--- config.mk ---
export PLATFORM = sky130hd
export DESIGN_NAME = fetch_stage
export DESIGN_NICKNAME = d
export VERILOG_FILES = /design/src/rtl/fetch_stage.sv
export SDC_FILE = /design/constraint.sdc
export NUM_CORES = 1
export LEC_CHECK = 0
export BUFFER_PORTS_ARGS = -buffer_cell sky130_fd_sc_hd__buf_2
export CORE_MARGIN = 2
export CORE_UTILIZATION = 54
export DETAILED_ROUTE_END_ITERATION = 6
export GPL_ROUTABILITY_DRIVEN = 0
export PLACE_DENSITY_LB_ADDON = 0.2
export SLEW_MARGIN = 30
export SYNTH_ARGS = -nofsm -noshare
export SYNTH_HDL_FRONTEND = slang
export SYNTH_SLANG_ARGS = --single-unit
--- constraint.sdc ---
create_clock -name clk -period 3.4 [get_ports clk]
set_clock_uncertainty 0.05 [all_clocks]
set_input_delay 0.34 -clock clk [delete_from_list [all_inputs] [get_ports clk]]
set_output_delay 0.34 -clock clk [all_outputs]
set_load 0.05 [all_outputs]
--- src/rtl/fetch_stage.sv ---
// Instruction-fetch stage with IF/ID pipeline register for the RV32I core.
// Issues one synchronous-read fetch per cycle, absorbs stalls and redirects, traps misaligned targets.
module fetch_stage #(
    parameter int unsigned        PC_W     = 9,
    parameter int unsigned        INST_W   = 32,
    parameter logic [PC_W-1:0]    RESET_PC = '0,
    parameter logic [INST_W-1:0]  NOP      = INST_W'(32'h0000_0013)
) (
    input  logic              clk,
    input  logic              reset,
    input  logic              stall_i,
    input  logic              flush_i,
    input  logic [PC_W-1:0]   target_i,
    output logic [PC_W-1:0]   imem_addr_o,
    output logic              imem_en_o,
    input  logic [INST_W-1:0] imem_rdata_i,
    output logic [PC_W-1:0]   if_id_pc_o,
    output logic [INST_W-1:0] if_id_inst_o,
    output logic              if_id_valid_o,
    output logic [PC_W-1:0]   pc_o,
    output logic              fault_o,
    output logic [PC_W-1:0]   fault_pc_o,
    output logic [31:0]       fetch_count_o
);

    localparam int unsigned  CNT_W   = 32;
    localparam logic [PC_W-1:0] PC_STEP = PC_W'(4);

    typedef enum logic [1:0] {
        S_START = 2'd0,
        S_RUN   = 2'd1,
        S_FAULT = 2'd2
    } state_t;

    state_t             r_state;
    state_t             w_state_nxt;

    logic [PC_W-1:0]    r_pc;
    logic [PC_W-1:0]    r_f_pc;
    logic               r_f_valid;
    logic [PC_W-1:0]    r_id_pc;
    logic [INST_W-1:0]  r_id_inst;
    logic               r_id_valid;
    logic               r_fault;
    logic [PC_W-1:0]    r_fault_pc;
    logic [CNT_W-1:0]   r_fetch_count;

    logic               w_imem_en;
    logic               w_advance;
    logic               w_redirect;
    logic               w_fault_set;

    // State register
    always_ff @(posedge clk or negedge reset) begin
        if (!reset) begin
            r_state <= S_START;
        end else begin
            r_state <= w_state_nxt;
        end
    end

    // Next state and per-edge action select; flush outranks stall
    always_comb begin
        w_state_nxt = r_state;
        w_imem_en   = 1'b0;
        w_advance   = 1'b0;
        w_redirect  = 1'b0;
        w_fault_set = 1'b0;
        case (r_state)
            S_START: begin
                w_imem_en   = 1'b1;
                w_advance   = 1'b1;
                w_state_nxt = S_RUN;
            end
            S_RUN: begin
                w_imem_en = flush_i | ~stall_i;
                if (flush_i) begin
                    if (target_i[1:0] != 2'b00) begin
                        w_fault_set = 1'b1;
                        w_state_nxt = S_FAULT;
                    end else begin
                        w_redirect = 1'b1;
                    end
                end else if (!stall_i) begin
                    w_advance = 1'b1;
                end
            end
            S_FAULT: begin
                w_imem_en = 1'b0;
            end
            default: begin
                w_state_nxt = S_START;
            end
        endcase
    end

    // PC, in-flight fetch tag and IF/ID register
    always_ff @(posedge clk or negedge reset) begin
        if (!reset) begin
            r_pc       <= RESET_PC;
            r_f_pc     <= '0;
            r_f_valid  <= 1'b0;
            r_id_pc    <= '0;
            r_id_inst  <= NOP;
            r_id_valid <= 1'b0;
        end else if (w_fault_set) begin
            r_f_valid  <= 1'b0;
            r_id_valid <= 1'b0;
            r_id_inst  <= NOP;
        end else if (w_redirect) begin
            r_pc       <= target_i;
            r_f_valid  <= 1'b0;
            r_id_valid <= 1'b0;
            r_id_inst  <= NOP;
        end else if (w_advance) begin
            r_id_pc    <= r_f_pc;
            r_id_inst  <= r_f_valid ? imem_rdata_i : NOP;
            r_id_valid <= r_f_valid;
            r_f_pc     <= r_pc;
            r_f_valid  <= 1'b1;
            r_pc       <= r_pc + PC_STEP;
        end
    end

    // Sticky misaligned-redirect record
    always_ff @(posedge clk or negedge reset) begin
        if (!reset) begin
            r_fault    <= 1'b0;
            r_fault_pc <= '0;
        end else if (w_fault_set) begin
            r_fault    <= 1'b1;
            r_fault_pc <= target_i;
        end
    end

    // Delivered-instruction counter: bumps only when IF/ID takes a real instruction
    always_ff @(posedge clk or negedge reset) begin
        if (!reset) begin
            r_fetch_count <= '0;
        end else if (w_advance && r_f_valid) begin
            r_fetch_count <= r_fetch_count + CNT_W'(1);
        end
    end

    assign imem_addr_o   = r_pc;
    assign pc_o          = r_pc;
    assign imem_en_o     = w_imem_en;
    assign if_id_pc_o    = r_id_pc;
    assign if_id_inst_o  = r_id_inst;
    assign if_id_valid_o = r_id_valid;
    assign fault_o       = r_fault;
    assign fault_pc_o    = r_fault_pc;
    assign fetch_count_o = r_fetch_count;

endmodule

==> reports/results.txt, run 1 <==
Status: complete, no violations
DP Wirelength: 6850 um
Total Nets Final: 533
Sequential fraction of design power: 36.2%
Synthesis-stage register bit count: 105
Synth async-reset ratio: 100%
Final hold vios: 0
Sequential share of the synthesized area: 59.3%
Die area: 0.00896 mm2
Global-route wire length before repair: 15000 um
Cts bufs inserted: 9
EDFF count, synth: 0
Clock latency on the worst-skew pair: 0.37 ns
Synth unique cells: 47
Mapped Avg Cell Area: 12.7 um2
Clock Tree Buf Depth: 2
Switching Share: 50.3%
Area occupied by multi-input gates: 0.00165 mm2
H-tree Lvls: 3
Max transition margin: 51.4%
Final setup viols: 0
Setup crit start kind: flop
CP endpoint kind: primary output
FF-to-FF End: fault_pc_o[3]
Diodes inserted: 0
Cell Count, Final, Fillers Out: 596
DRC viols: 0
Power consumption: 5.39 mW
Vias in the first global route: 3058
Initial antenna violation count: 0
M1 WL: 4080 um
Clk pwr share: 13.6%
Row count: 33
CP max FO: 31
DR WL met3: 525 um
Vert. Die Dim: 94.7 um
Reg2Reg Depth: 3
Worst Path Required: 3.01 ns
Max Cap Violations: 0
Worst min-delay path category: input pin to flop
Main synth FF type: dfrtp_1
Drt wl/cell: 16.1 um
Pre-antenna DRT Iters: 4
Final wirelength: 9580 um
Arrival @ worst endpoint: 2.12 ns
1st-iter DRT viols: 133
Largest net degree at the start of global routing: 56
Routed Antenna Nets: 0
Postcts setup bufs: 0
Slew @ Worst Pin: 0.724 ns
Die width: 94.7 um
Setup TNS: 0 ns
Fill count: 673
Worst VDD drop: 0.829 mV
Number of port buffers: 147
Mapped Nets: 396
Met2 wire length: 4810 um
Vias post-DR: 3236
CP Launch Point: r_state[0]
CTS sink count: 105
Layout cell share with drive strength beyond 1: 43.4%
Clock tree from TritonCTS: built
Highest Clock Rate: 0.398 GHz
Reg-to-reg slack, setup: 1.43 ns
Crit path time final: 2.51 ns
Leak: 2.72 nW
Ports: 148
Gr usage total: 21.6%
Dpl cells: 579
Area Growth Syn to Fin: 21.7%
Total net switching power: 2.71 mW
Sequential Area: 0.00263 mm2
RSZ-0062 raised after global routing: no
Mapped cell area: 0.00444 mm2
Worst r2r src: r_state[1]
Int Power: 2.68 mW
Resized cells post-CTS: 0
Top layer used by detailed routing: met4
PwrDens: 998 mW/mm2
Clk slew on worst S/H paths: 0.11 ns
Worst hold slack: 0.123 ns
Synthesis warning total: 0
Period utilization: 73.9%
Cell count after synthesis: 349
Setup crit end: imem_en_o
Root Buffer Master: clkbuf_8
Crit Path Class: flop to primary output
Comb power frac: 50.3%
Pins Over Slew Limit: 0
Core area: 0.00809 mm2
DR vias/cell: 5.43
Starting Density: 54.9%
Global route overflow: 0
[critical path, stage by stage, from the launching register on]
cell     delay [ns]
dfrtp_1        0.49
and3b_1        0.25
or2_2          0.52
inv_1          0.20
buf_2          0.29
[state kept, by name, indices dropped and copies added (netlist names)]
| register | flops |
|---|---|
| fault_o | 1 |
| if_id_inst_o | 32 |
| fault_pc_o | 9 |
| r_f_valid | 1 |
| r_state | 2 |
| if_id_valid_o | 1 |
| imem_addr_o | 9 |
| r_f_pc | 9 |
| fetch_count_o | 32 |
| if_id_pc_o | 9 |
[synthesized netlist by cell type, drive strengths merged, types with 6 or more instances]
library cell	n	area [um2]
inv	7	26.3
mux2	26	293
a22o	29	254
nor2	6	22.5
dfrtp	102	2550
nor3	12	105
nand3	15	75.1
buf	14	95.1
nand2	24	90.1
clkbuf	11	41.3
xor2	13	114
nand4	10	68.8
xnor2	18	158
[metrics by stage]
stage / setup WS [ns] / util (%) / area (um2)
6_report: 0.888 / 66.7 / 5400
4_1_cts: 0.882 / 66.7 / 5400
2_1_floorplan: 1.35 / - / 4440
3_3_place_gp: 0.952 / 64.3 / 5210
5_1_grt: 0.760 / 66.7 / 5400
3_5_place_dp: 1.27 / 64.3 / 5210
[layout by cell type (no fill, tap or decap), drive strengths merged, types with 4 or more instances in the layout]
cell type and n:
xnor2 18, and4 4, inv 11, buf 150
nand4 10, mux2 26, a21oi 4, nand2 24
nor3 12, or2 4, clkbuf 9, and2 5
nor2 6, and3 4, a22o 29, nand3 15
xor2 13, dfrtp 102, o21ai 5
[what timing repair did]
item / in CTS / in global routing
setup endpoints to repair: 0 / 0
hold buffers: 1 / 0
endpoints found under the hold margin: 50 / 0
[worst min-delay path by stage]
stage | slack (ns) | cells past startpoint | start | endpoint
2_1_floorplan | -0.006 | 0 | reset | fault_o
3_3_place_gp | 0.35 | 1 | reset | fetch_count_o[14]
3_5_place_dp | 0.36 | 1 | reset | fetch_count_o[14]
4_1_cts | 0.11 | 2 | imem_rdata_i[0] | if_id_inst_o[0]
5_1_grt | 0.11 | 2 | imem_rdata_i[1] | if_id_inst_o[1]
6_report | 0.12 | 2 | imem_rdata_i[0] | if_id_inst_o[0]
[power by group through the flow]
stage	Combinational, mW	Clock (mW)	Sequential (mW)
floorplan	1.08	0	3.02
global placement	2.68	0	1.95
detailed placement	2.72	0	1.97
CTS	2.72	0.756	1.95
global route	2.86	0.805	2.01
finish	2.71	0.731	1.95
[metal layers]
metal	up-vias	track usage, %
met4	0	8.94
met3	12	5.19
met1	1621	29.1
met5	-	0
met2	81	33.6
li1	1522	-
[cells by family after synthesis]
group	count (synthesis)	share of synthesized area, %
simple gates	94	13.1
fa+ha+maj	2	0.564
flops	105	59.3
mux	28	7.05
xor+xnor	31	6.12
compound gates	57	10.3
buf+inv	32	3.66
[layout make-up]
| cell class | instances | share of cell area, % |
|---|---|---|
| well taps | 105 | 2.43 |
| clock buffers | 9 | 2.29 |
| clock inverters | 7 | 1.11 |
| inverters | 7 | 0.486 |
| multi-input cells | 212 | 30.5 |
| flip-flops and latches | 105 | 48.7 |
| repair buffers | 151 | 14.5 |
(Power assumes the default switching activity.)
==> run 2: changes to the inputs <==
- CORE_UTILIZATION: 54 -> 45
- clock period: 3.4 -> 2.2 ns (I/O delays scaled with it)
==> reports/results.txt, run 2 (synthesis gave the netlist of run 1 again) <==
Ports: 148 (unchanged)
Clock Tree Buf Depth: 2 (unchanged)
Worst hold slack: 0.0182 ns (was 0.123 ns)
Comb power frac: 50.9% (was 50.3%)
Layout cell share with drive strength beyond 1: 41.3% (was 43.4%)
Row count: 36 (was 33)
Vias in the first global route: 3342 (was 3058)
Switching Share: 50.3% (about the same)
CP endpoint kind: primary output (unchanged)
Vias post-DR: 3405 (was 3236)
Total Nets Final: 575 (was 533)
CP max FO: 9 (was 31)
Met2 Use GR: 30.5% (was 33.6%)
PwrDens: 1450 mW/mm2 (was 998 mW/mm2)
Max transition margin: 69.8% (was 51.4%)
Area occupied by multi-input gates: 0.00165 mm2 (unchanged)
Cell Count, Final, Fillers Out: 666 (was 596)
DP Wirelength: 7080 um (was 6850 um)
Final setup margin: 0.160 ns (was 0.888 ns)
DRC viols: 0 (unchanged)
Number of port buffers: 147 (unchanged)
Sequential fraction of design power: 35.7% (was 36.2%)
Worst Path Required: 1.93 ns (was 3.01 ns)
Setup crit start kind: flop (unchanged)
Crit Path Class: flop to primary output (unchanged)
Worst min-delay path category: input pin to flop (unchanged)
Initial antenna violation count: 0 (unchanged)
Starting Density: 45.8% (was 54.9%)
Clock latency on the worst-skew pair: 0.39 ns (was 0.37 ns)
Drt wl/cell: 15.6 um (was 16.1 um)
Cts bufs inserted: 9 (unchanged)
Utilization after layout: 60.2% (was 66.7%)
Clock tree from TritonCTS: built (unchanged)
Area Growth Syn to Fin: 31.4% (was 21.7%)
Sequential Area: 0.00263 mm2 (unchanged)
Die width: 103 um (was 94.7 um)
DR vias/cell: 5.11 (was 5.43)
Final hold vios: 0 (unchanged)
Core area: 0.00968 mm2 (was 0.00809 mm2)
Global route overflow: 0 (unchanged)
Place WS: 0.346 ns (was 1.27 ns)
Reg2Reg Depth: 4 (was 3)
Die area: 0.0107 mm2 (was 0.00896 mm2)
Dpl cells: 615 (was 579)
Fill count: 815 (was 673)
RSZ-0062 raised after global routing: no (unchanged)
Min-Delay Path Depth: 2 (unchanged)
Diodes inserted: 0 (unchanged)
H-tree Lvls: 3 (unchanged)
Clk pwr share: 13.5% (was 13.6%)
GR Layer Usage met3: 7.46% (was 5.19%)
Routed Antenna Nets: 0 (unchanged)
Pins Over Slew Limit: 0 (unchanged)
Final Cell Area: 0.00583 mm2 (was 0.00540 mm2)
Postcts setup bufs: 0 (unchanged)
CTS sink count: 105 (unchanged)
Status: complete, no violations (unchanged)
Final setup viols: 0 (unchanged)
Commonest cells after routing, fill and taps aside: buf_2, dfrtp_1, dlygate4sd3_1 (was buf_2, dfrtp_1, a22o_1)
Clk slew on worst S/H paths: 0.10 ns (was 0.11 ns)
Power consumption: 8.44 mW (was 5.39 mW)
Largest net degree at the start of global routing: 44 (was 56)
Pre-antenna DRT Iters: 4 (unchanged)
Final wirelength: 10400 um (was 9580 um)
Commonest non-fill, non-tap cell in the layout: buf_2 (unchanged)
Vert. Die Dim: 103 um (was 94.7 um)
1st-iter DRT viols: 123 (was 133)
Met1 usage: 26.2% (was 29.1%)
Setup TNS: 0 ns (unchanged)
Placed cell areas: 0.00530 mm2 (was 0.00521 mm2)
Gr usage total: 19.8% (was 21.6%)
Highest Clock Rate: 0.490 GHz
Period utilization: 92.7%
Gr busiest metal: met2 (unchanged)
Arrival @ worst endpoint: 1.77 ns (was 2.12 ns)
Root Buffer Master: clkbuf_8 (unchanged)
Leak: 2.89 nW (was 2.72 nW)
Int Power: 4.20 mW (was 2.68 mW)
Worst VDD drop: 1.55 mV (was 0.829 mV)
Total net switching power: 4.24 mW (was 2.71 mW)
Slew @ Worst Pin: 0.447 ns (was 0.724 ns)
Global-route wire length before repair: 16100 um (was 15000 um)
Crit path time final: 2.04 ns
Max Cap Violations: 0 (unchanged)
[run 2: critical path: stages (launching register included)]
cell     delay [ns]
dfrtp_1        0.48
and3b_1        0.25
or2_1          0.24
inv_1          0.12
buf_2          0.28
[run 2: metal layers]
metal  up-vias  routed length [um]
met2        90                5160
met5         -                   0
met1      1705                4460
met3        12                 629
li1       1598                   -
met4         0                 145
[run 2: repair_timing]
item / CTS / global route
hold buffers: 33 / 2
endpoints found under the hold margin: 134 / 2
gates resized for setup: 0 / 0
[run 2: power by group through the flow]
stage	registers [mW]	logic, mW	clock network, mW
final	3.01	4.30	1.14
after global routing	3.11	4.54	1.26
after CTS	3.01	4.32	1.17
after detailed placement	3.05	4.27	0
after global placement	3.02	4.22	0
after floorplan	4.67	1.67	0
[run 2: layout make-up]
class	instances	share of cell area, %
inverters	7	0.450
repair buffers	193	20.3
well taps	133	2.85
clock inverters	7	0.965
flip-flops and latches	105	45.1
clock buffers	9	2.12
multi-input cells	212	28.2
[run 2: final timing paths]
path / from / end / slack [ns]
max: r_state[0] / imem_en_o / 0.16
min: imem_rdata_i[9] / if_id_inst_o[9] / 0.02
max reg2reg: fetch_count_o[2] / fetch_count_o[31] / 0.33
min reg2reg: fault_o / fault_o / 0.42
max in group asynchronous: reset / fault_pc_o[4] / 1.35
min in group asynchronous: reset / fetch_count_o[16] / 0.17
